`src/rtl/ntsc_line_sequencer_pkg.sv`:
```
// NTSC raster timing constants, H-state encodings and colour codes,
// shared with the DAC level mux. Bar pattern used when SEQ_TESTPATTERN_EN is defined.
package ntsc_line_sequencer_pkg;

    localparam int HSYNC_CLKS  = 235;
    localparam int BREEZE_CLKS = 30;
    localparam int BURST_CLKS  = 126;
    localparam int BACK_CLKS   = 154;
    localparam int CLK_PER_PIX = 10;
    localparam int ACTIVE_PIX  = 256;
    localparam int ACTIVE_CLKS = CLK_PER_PIX * ACTIVE_PIX;
    localparam int FRONT_CLKS  = 73;
    localparam int LINE_CLKS   = HSYNC_CLKS + BREEZE_CLKS + BURST_CLKS
                               + BACK_CLKS + ACTIVE_CLKS + FRONT_CLKS;

    localparam int VSYNC_LINES_D  = 3;
    localparam int VBLANK_END_D   = 20;
    localparam int ACTIVE_LINES_D = 240;
    localparam int TOTAL_LINES_D  = 262;

    localparam logic [5:0] BURST_COLOUR = 6'h08;
    localparam logic [5:0] BLACK_COLOUR = 6'h0F;

    localparam int BAR_CLKS = 32 * CLK_PER_PIX;

    typedef enum logic [2:0] {
        H_SYNC,
        H_BREEZE,
        H_BURST,
        H_BACK,
        H_ACTIVE,
        H_FRONT
    } h_state_t;

    function automatic logic [11:0] seg_len(h_state_t s);
        case (s)
            H_SYNC:   return 12'(HSYNC_CLKS);
            H_BREEZE: return 12'(BREEZE_CLKS);
            H_BURST:  return 12'(BURST_CLKS);
            H_BACK:   return 12'(BACK_CLKS);
            H_ACTIVE: return 12'(ACTIVE_CLKS);
            default:  return 12'(FRONT_CLKS);
        endcase
    endfunction

    function automatic h_state_t seg_next(h_state_t s);
        case (s)
            H_SYNC:   return H_BREEZE;
            H_BREEZE: return H_BURST;
            H_BURST:  return H_BACK;
            H_BACK:   return H_ACTIVE;
            H_ACTIVE: return H_FRONT;
            default:  return H_SYNC;
        endcase
    endfunction

    function automatic logic [5:0] bar_colour(logic [11:0] hc);
        if      (hc < 12'(1 * BAR_CLKS)) return 6'h30;
        else if (hc < 12'(2 * BAR_CLKS)) return 6'h28;
        else if (hc < 12'(3 * BAR_CLKS)) return 6'h2C;
        else if (hc < 12'(4 * BAR_CLKS)) return 6'h2A;
        else if (hc < 12'(5 * BAR_CLKS)) return 6'h24;
        else if (hc < 12'(6 * BAR_CLKS)) return 6'h26;
        else if (hc < 12'(7 * BAR_CLKS)) return 6'h22;
        else                             return 6'h0F;
    endfunction

endpackage

```
`src/rtl/ntsc_h_counter.sv`:
```
// Horizontal segment FSM: walks sync..front porch, hcnt reloads per segment,
// line_end flags the last clk of the front porch.
import ntsc_line_sequencer_pkg::*;

module ntsc_h_counter (
    input  logic        clk,
    input  logic        reset,
    output h_state_t    state,
    output logic [11:0] hcnt,
    output logic        line_end
);

    h_state_t    state_nxt;
    logic [11:0] hcnt_nxt;
    logic        last;

    always_ff @(posedge clk or posedge reset) begin
        if (reset) begin
            state <= H_SYNC;
            hcnt  <= '0;
        end else begin
            state <= state_nxt;
            hcnt  <= hcnt_nxt;
        end
    end

    always_comb begin
        last      = (hcnt == seg_len(state) - 12'd1);
        state_nxt = state;
        hcnt_nxt  = hcnt + 12'd1;
        line_end  = 1'b0;
        if (last) begin
            state_nxt = seg_next(state);
            hcnt_nxt  = '0;
            line_end  = (state == H_FRONT);
        end
    end

endmodule

```
`src/rtl/ntsc_line_sequencer.sv`:
```
// NTSC line/field sequencer: line counter, pixel fetch and registered
// sync/blank/burst/colour outputs. Define SEQ_TESTPATTERN_EN for colour bars.
import ntsc_line_sequencer_pkg::*;

module ntsc_line_sequencer #(
    parameter int VSYNC_LINES  = VSYNC_LINES_D,
    parameter int VBLANK_END   = VBLANK_END_D,
    parameter int ACTIVE_LINES = ACTIVE_LINES_D,
    parameter int TOTAL_LINES  = TOTAL_LINES_D,
    parameter int PIX_LAT      = 2
) (
    input  logic       clk,
    input  logic       reset,
    input  logic [5:0] pix_colour,
    output logic       pix_req,
    output logic [7:0] pix_x,
    output logic [7:0] pix_y,
    output logic [5:0] colour_num,
    output logic       sync,
    output logic       blank,
    output logic       burst,
    output logic       line_start,
    output logic       frame_start
);

    // Inverted-sync lines drop sync for the final HSYNC_CLKS of the line.
    localparam logic [11:0] VS_ACT_END =
        12'(ACTIVE_CLKS - (HSYNC_CLKS - FRONT_CLKS));

    h_state_t    state;
    logic [11:0] hcnt;
    logic        line_end;
    logic [8:0]  line;
    logic        vs_line;
    logic        act_line;
    logic [5:0]  px;

    logic [5:0]  c_col;
    logic        c_blank;
    logic        c_sync;
    logic        c_burst;
    logic        c_ls;
    logic        c_fs;

    ntsc_h_counter u_hc (
        .clk      (clk),
        .reset    (reset),
        .state    (state),
        .hcnt     (hcnt),
        .line_end (line_end)
    );

    always_ff @(posedge clk or posedge reset) begin
        if (reset)
            line <= '0;
        else if (line_end)
            line <= (line == 9'(TOTAL_LINES - 1)) ? '0 : line + 9'd1;
    end

    assign vs_line  = (line < 9'(VSYNC_LINES));
    assign act_line = (line >= 9'(VBLANK_END)) &&
                      (line < 9'(VBLANK_END + ACTIVE_LINES));

`ifdef SEQ_TESTPATTERN_EN
    logic unused_pix;

    assign unused_pix = ^pix_colour;
    assign px         = bar_colour(hcnt);
    assign pix_req    = 1'b0;
    assign pix_x      = '0;
    assign pix_y      = '0;
`else
    localparam int FPH_W = $clog2(CLK_PER_PIX);
    // Pixel n sample must land in pix_buf one clk before its display slot.
    localparam logic [11:0] REQ_START = 12'(BACK_CLKS - 2 - PIX_LAT);

    logic             fetching;
    logic             req_now;
    logic [FPH_W-1:0] fph;
    logic [8:0]       fx;
    logic [PIX_LAT-1:0] req_d;
    logic [5:0]       pix_buf;

    always_comb begin
        req_now = act_line &&
                  ((state == H_BACK && hcnt == REQ_START) ||
                   (fetching && fph == '0));
    end

    always_ff @(posedge clk or posedge reset) begin
        if (reset) begin
            fetching <= 1'b0;
            fph      <= '0;
            fx       <= '0;
            pix_req  <= 1'b0;
            pix_x    <= '0;
            pix_y    <= '0;
            req_d    <= '0;
            pix_buf  <= BLACK_COLOUR;
        end else begin
            pix_req <= req_now;
            req_d   <= PIX_LAT'({req_d, pix_req});
            if (req_d[PIX_LAT-1])
                pix_buf <= pix_colour;
            if (line_end) begin
                fetching <= 1'b0;
                fx       <= '0;
            end else if (req_now) begin
                fetching <= (fx != 9'(ACTIVE_PIX - 1));
                fx       <= fx + 9'd1;
                fph      <= FPH_W'(1);
                pix_x    <= fx[7:0];
                pix_y    <= 8'(line - 9'(VBLANK_END));
            end else if (fetching) begin
                fph <= (fph == FPH_W'(CLK_PER_PIX - 1)) ? '0 : fph + FPH_W'(1);
            end
        end
    end

    assign px = pix_buf;
`endif

    always_comb begin
        c_col   = BLACK_COLOUR;
        c_blank = 1'b1;
        c_sync  = 1'b0;
        c_burst = 1'b0;
        c_ls    = (state == H_SYNC) && (hcnt == '0);
        c_fs    = c_ls && (line == '0);
        if (vs_line) begin
            c_sync = !(state == H_FRONT ||
                       (state == H_ACTIVE && hcnt >= VS_ACT_END));
        end else begin
            c_sync = (state == H_SYNC);
            if (state == H_BURST) begin
                c_burst = 1'b1;
                c_col   = BURST_COLOUR;
            end
        end
        if (act_line && state == H_ACTIVE) begin
            c_blank = 1'b0;
            c_col   = px;
        end
    end

    always_ff @(posedge clk or posedge reset) begin
        if (reset) begin
            colour_num  <= BLACK_COLOUR;
            blank       <= 1'b1;
            sync        <= 1'b0;
            burst       <= 1'b0;
            line_start  <= 1'b0;
            frame_start <= 1'b0;
        end else begin
            colour_num  <= c_col;
            blank       <= c_blank;
            sync        <= c_sync;
            burst       <= c_burst;
            line_start  <= c_ls;
            frame_start <= c_fs;
        end
    end

endmodule

```
`config.mk`:
```
export PLATFORM = sky130hd
export DESIGN_NAME = ntsc_line_sequencer
export DESIGN_NICKNAME = d
export VERILOG_FILES = /design/src/rtl/ntsc_line_sequencer_pkg.sv /design/src/rtl/ntsc_h_counter.sv /design/src/rtl/ntsc_line_sequencer.sv
export SDC_FILE = /design/constraint.sdc
export NUM_CORES = 1
export LEC_CHECK = 0
export CAP_MARGIN = 20
export CORE_AREA = 2 2 146 91
export CTS_CLUSTER_SIZE = 28
export DETAILED_ROUTE_END_ITERATION = 12
export DIE_AREA = 0 0 148 93
export PLACE_DENSITY = 0.55
export REMOVE_ABC_BUFFERS = 1
export SYNTH_ARGS = -nofsm -noshare
export SYNTH_HDL_FRONTEND = slang
export SYNTH_SLANG_ARGS = --single-unit
```
`constraint.sdc`:
```
create_clock -name clk -period 4.35 [get_ports clk]
set_input_delay 0.6525 -clock clk [delete_from_list [all_inputs] [get_ports clk]]
set_output_delay 0.6525 -clock clk [all_outputs]
set_load 0.01 [all_outputs]
```
After elaboration in Yosys (flattened, before gate mapping) --
Index checks and enable logic that the tools add are counted.
Storage, ports and cells: bits of input ports 8, logic and storage cells 76, register bits 74, output and inout port bits 28
Operators by class: reduce and logical (&&, ||, !) cells 19, $add $sub $neg 6, magnitude comparators 4, bitwise logic cells 1, multiplexer cells 19, eq/ne operators 10
Operator list (count):
- 12-bit one-hot mux with 5 select lines | 1
- 9-bit two-way mux | 3
- 9-bit by 1-bit adder with 9-bit output (second input constant) | 2
- 3-bit one-hot mux with 5 select lines | 1
- 12-bit by 1-bit adder with 12-bit output (second input constant) | 1
- 12-bit == test | 1
- 12-bit by 8-bit == test with 1-bit output (second input constant) | 1
- 12-bit >= comparator (second input constant) | 1
- 12-bit logical NOT | 1
- 12-bit two-way mux | 1
- 4-bit two-way mux | 3
- 12-bit by 1-bit subtractor with 12-bit output (second input constant) | 1
- 9-bit == test (second input constant) | 1
- 9-bit by 5-bit >= comparator with 1-bit output (second input constant) | 1
- 9-bit logical NOT | 1
- 9-bit by 2-bit < comparator with 1-bit output (second input constant) | 1
- 9-bit < comparator (second input constant) | 1
- 9-bit by 8-bit inequality test with 1-bit output (second input constant) | 1
- 1-bit logical AND | 8
- 8-bit by 5-bit subtractor with 8-bit output (second input constant) | 1
- 1-bit two-way mux | 7
- 3-bit by 2-bit == test with 1-bit output (second input constant) | 2
- 3-bit == test (second input constant) | 2
- 3-bit two-way mux | 2
- other kinds (11) | 14

Longest topological paths before layout --
word-level depth 7, depth in mapped cells 10, depth with buffers taken out 8

Modules after synthesis --
From an unflattened synthesis, not the netlist that was laid out.
Unflattened totals: cell total of the unflattened synthesis 358, area total of the unflattened synthesis 3781.1 um2
By module, submodules not included:
- ntsc_line_sequencer | times used 1, cells an instance 260, sequential area each 1487.7 um2, area each 2846.5 um2
- ntsc_h_counter | times used 1, cells an instance 98, sequential area each 375.4 um2, area each 934.6 um2

Worst setup path before layout --
Ideal clock, no wire load.
path kind register to register, start reg u_hc.state[2], end reg pix_x[0], setup time 0.125 ns, period minus slack after synthesis 2.406 ns, arrival 2.281 ns, setup slack 1.944 ns, cell stages (with the launch flop) 11, cell sequence dfrtp_1 -> buf_6 -> or2b_1 -> a21oi_1 -> a311oi_1 -> or4_4 -> buf_6 -> and2_4 -> buf_6 -> buf_6 -> mux2_4
Between the ends: cells in the longest elaborated chain, start to end 7
Ends and longest elaborated chain:
- start: declaration | line ntsc_h_counter.sv:8 | output h_state_t state,
- start signal: assignment | line ntsc_h_counter.sv:22 | state <= state_nxt;
- 3-bit == test, or another cell as far along | line ntsc_line_sequencer_pkg.sv:36 | case (s)
- 12-bit one-hot mux with 5 select lines | line ntsc_line_sequencer_pkg.sv:36
- 12-bit by 1-bit subtractor with 12-bit output | line ntsc_h_counter.sv:28 | last = (hcnt == seg_len(state) - 12'd1);
- 12-bit == test | line ntsc_h_counter.sv:28
- 1-bit two-way mux | line ntsc_h_counter.sv:32 | if (last) begin
- 1-bit NOT (no line)
- 2-bit AND reduction (no line) *
- end signal: assignment | line ntsc_line_sequencer.sv:112 | pix_x <= fx[7:0];
- end: declaration | line ntsc_line_sequencer.sv:16 | output logic [7:0] pix_x,
Mark *: on every way between the ends. The rest lies on a longest branch, timed or not. A chain may end at the register's enable or synchronous reset.

Worst setup path after layout --
start reg u_hc.state[1], end reg u_hc.state[0]
Between the ends: cells in the longest elaborated chain, start to end 4
Ends and longest elaborated chain (line):
- 3-bit == test, or another cell as far along | ntsc_line_sequencer_pkg.sv:36, ntsc_line_sequencer_pkg.sv:47
- 12-bit one-hot mux with 5 select lines | ntsc_line_sequencer_pkg.sv:36
- 12-bit by 1-bit subtractor with 12-bit output | ntsc_h_counter.sv:28
- 12-bit == test | ntsc_h_counter.sv:28
Parallel ways exist; a longest one is shown, timed or not.

==> flow_summary.ini <==
[run_status]
status = complete, no violations

[timing]
worst_pin_slew_ns = 0.828
max_freq_mhz = 327
finalSetupTns_ns = 0
fin_skew_ns = 0.00562
setup_violations = 0
fin_crit_ns = 3.06
post-route-period-util_pct = 70.3
hold_viol = 0
timing.slew.headroom_pct = 44.7
maxSlewViolCount = 0
final.setup.worst_slack_ns = 1.29
rsz0062_at_grt = false

[logic_synthesis]
syn_area_per_cell_um2 = 10.7
syn-cell-area_mm2 = 0.00377
ys_types = 61
synth_top_area_cell = dfrtp_1
synth_compound_area_share_pct = 9.69
synth.mux.area_fraction_pct = 8.39
synth_area_leaders = dfrtp_1, dfstp_2, ha_1, xor2_1, nor2_1
async_reset_ff_share_pct = 100
yosys.area_share.simple_pct = 18.0
ys_ff_latch = 74
synthXorXnorAreaFrac_pct = 5.81
syn_inst = 354
yosysSeqAreaShare_pct = 49.4
synth_top_family_by_area = simple AND/OR/NAND/NOR gates
yosysWarnings = 0
ys.flop_type = dfrtp_1
synth-edff-count = 0
synth_top_area_share_pct = 43.1
synthAdderAreaFrac_pct = 3.98

[drt]
finalWirelength_um = 8140
drc = 0
dr.pass1.iters = 4
post_drt_wl_per_cell_um = 14.6
detail-route-antenna-nets = 0
first_iter_violations = 248
routed_via_density = 4.81
vias = 2688

[worst_setup_path]
r2r_cells = 6
end_kind = register
crit_fanout = 15
critPathArrivalTime_ns = 3.28
slowest_delay_ns = 0.78
crit_chain = or2b_1 > a21oi_1 > a311oi_1 > nor4b_2 > o311a_1 > mux2_2
crit_type = reg2reg
critPathLaunchType = register
cpMaxStageDelayCell = nor4b_2
cp.required_ns = 4.57

[clock_tree]
path_clk_slew_ns = 0.06
cts_buffers = 9
root_buffer = clkbuf_16
clock_latency_ns = 0.33
postCtsSetupRepairBufs = 0
cts_resized = 0
cts.sinks = 74
clock_path_buffers = 2
tritoncts = yes
ctsHoldBuffers = 0
cts_htree_levels = 3

[global_route]
antenna_found_initial = 0
grt_overflow = 0
grt_max_degree = 31
grt_pass1_wl_um = 13800
grt_pass1_vias = 2652
track_usage_pct = 12.8

[place]
dp_slack_ns = 1.31
globalplace.congestion = 0.897
placedCellCount = 543
portBuffers = 35
dp_hpwl_um = 5710
place_area_mm2 = 0.00425

[min_path]
hold_depth = 0
hp-class = reg2reg

[die]
rows = 32
die_x_um = 148
start_util_pct = 30.2
die_h_um = 93
coreArea_mm2 = 0.0125
dieArea_mm2 = 0.0138
io_pins = 36

[power_and_ir_drop]
leakage_nw = 2.07
p_per_area_mw_per_mm2 = 328
peakVddDrop_mv = 0.169

[finish]
layout-drive-gt1-share_pct = 13.9
fill_cells = 1243
areaGrowthSynthToFinish_pct = 20.9
nets = 404
layout_common_cells = dfrtp_1, nor2_1, clkdlybuf4s50_1
postLayoutCoreUtil_pct = 36.5
antennaDiodeCount = 0
stdcell_area_mm2 = 0.00456
final_common_cell = dfrtp_1
stdcell_count = 559

[run]
maxCapViolations = 0
[metal layers]
metal  vias to the layer above  wire [um]  GRT usage, %
li1                       1305          -             -
met1                      1319       4350          19.0
met2                        60       3310          17.1
met3                         4        440          4.83
met4                         0         47          3.57
met5                         -          0             0
[where the power goes]
part           switching, mW  total (mW)  internal (mW)
Sequential                 0       0.689          0.689
Clock                  0.285       0.786          0.501
Combinational         0.0145      0.0212        0.00670
Total                  0.299        1.50           1.20
[sequential cells by signal, summed over array words and instances (netlist names)]
signal	flops
u_hc.hcnt	12
fx	9
line	9
pix_x	8
pix_y	8
colour_num	6
pix_buf	6
fph	4
u_hc.state	3
req_d	2
blank	1
burst	1
fetching	1
frame_start	1
line_start	1
pix_req	1
sync	1
[cell type report]
| cell class | instances | area, um2 | area share, % |
|---|---|---|---|
| sequential | 74 | 1860 | 40.9 |
| multi-input combinational | 245 | 1740 | 38.1 |
| timing repair buffer | 39 | 380 | 8.34 |
| clock buffer | 11 | 233 | 5.10 |
| tap | 170 | 213 | 4.66 |
| clock inverter | 5 | 80.1 | 1.76 |
| inverter | 15 | 56.3 | 1.23 |
[final timing paths]
path / start / to / slack, ns
setup / recovery: u_hc.state[1] / u_hc.state[0] / 1.29
hold / removal: req_d[0] / req_d[1] / 0.35
setup reg to reg: u_hc.state[1] / u_hc.state[0] / 1.29
hold reg to reg: req_d[0] / req_d[1] / 0.35
max in group asynchronous: reset / line[7] / 2.80
min in group asynchronous: reset / pix_buf[5] / 0.73
[critical path: cells and delay by family (launching register included)]
family | cells | cell delay (ns)
muxes | 1 | 0.38
and+or+nand+nor | 2 | 1.09
DFF | 1 | 0.63
AOI/OAI and AO/OA | 3 | 0.84
[metrics by stage]
step | power [mW] | hold WS, ns
5_1_grt | 1.54 | 0.366
3_5_place_dp | 0.724 | 0.336
3_3_place_gp | 0.723 | 0.337
2_1_floorplan | 0.711 | 0.331
4_1_cts | 1.52 | 0.350
6_report | 1.50 | 0.347
[Yosys cell counts, types with 2 or more instances]
cell and count:
mux2i_1 5, or4_1 2, a22o_1 2, nand2b_1 3, mux2_1 3, nand2_1 20, xor2_1 16, dfstp_2 9
nor2_1 35, o21ai_0 13, a21oi_1 12, inv_1 15, a211o_1 2, and2_1 3, nand4_1 8, nor3_1 6
and4_1 2, a21boi_0 2, buf_6 5, o31ai_1 2, ha_1 12, xnor2_1 9, nor4b_1 2, and3_1 13
o22ai_1 2, nand3_1 14, buf_2 4, a211oi_1 4, nor4_1 3, clkbuf_1 10, o21bai_1 3, nor3b_1 2
mux2_4 8, mux2_2 10, dfrtp_1 65, nor2b_1 3
[cells by family (layout without fill, tap and decap cells)]
| family | count (synthesis) | count (layout) |
|---|---|---|
| and+or+nand+nor | 127 | 127 |
| DFF | 74 | 74 |
| AOI/OAI and AO/OA | 55 | 55 |
| buffers and inverters | 35 | 70 |
| muxes | 26 | 26 |
| xor gates and xnor gates | 25 | 25 |
| adders and majority gates | 12 | 12 |
No activity file was read; power rests on OpenSTA's default activity.
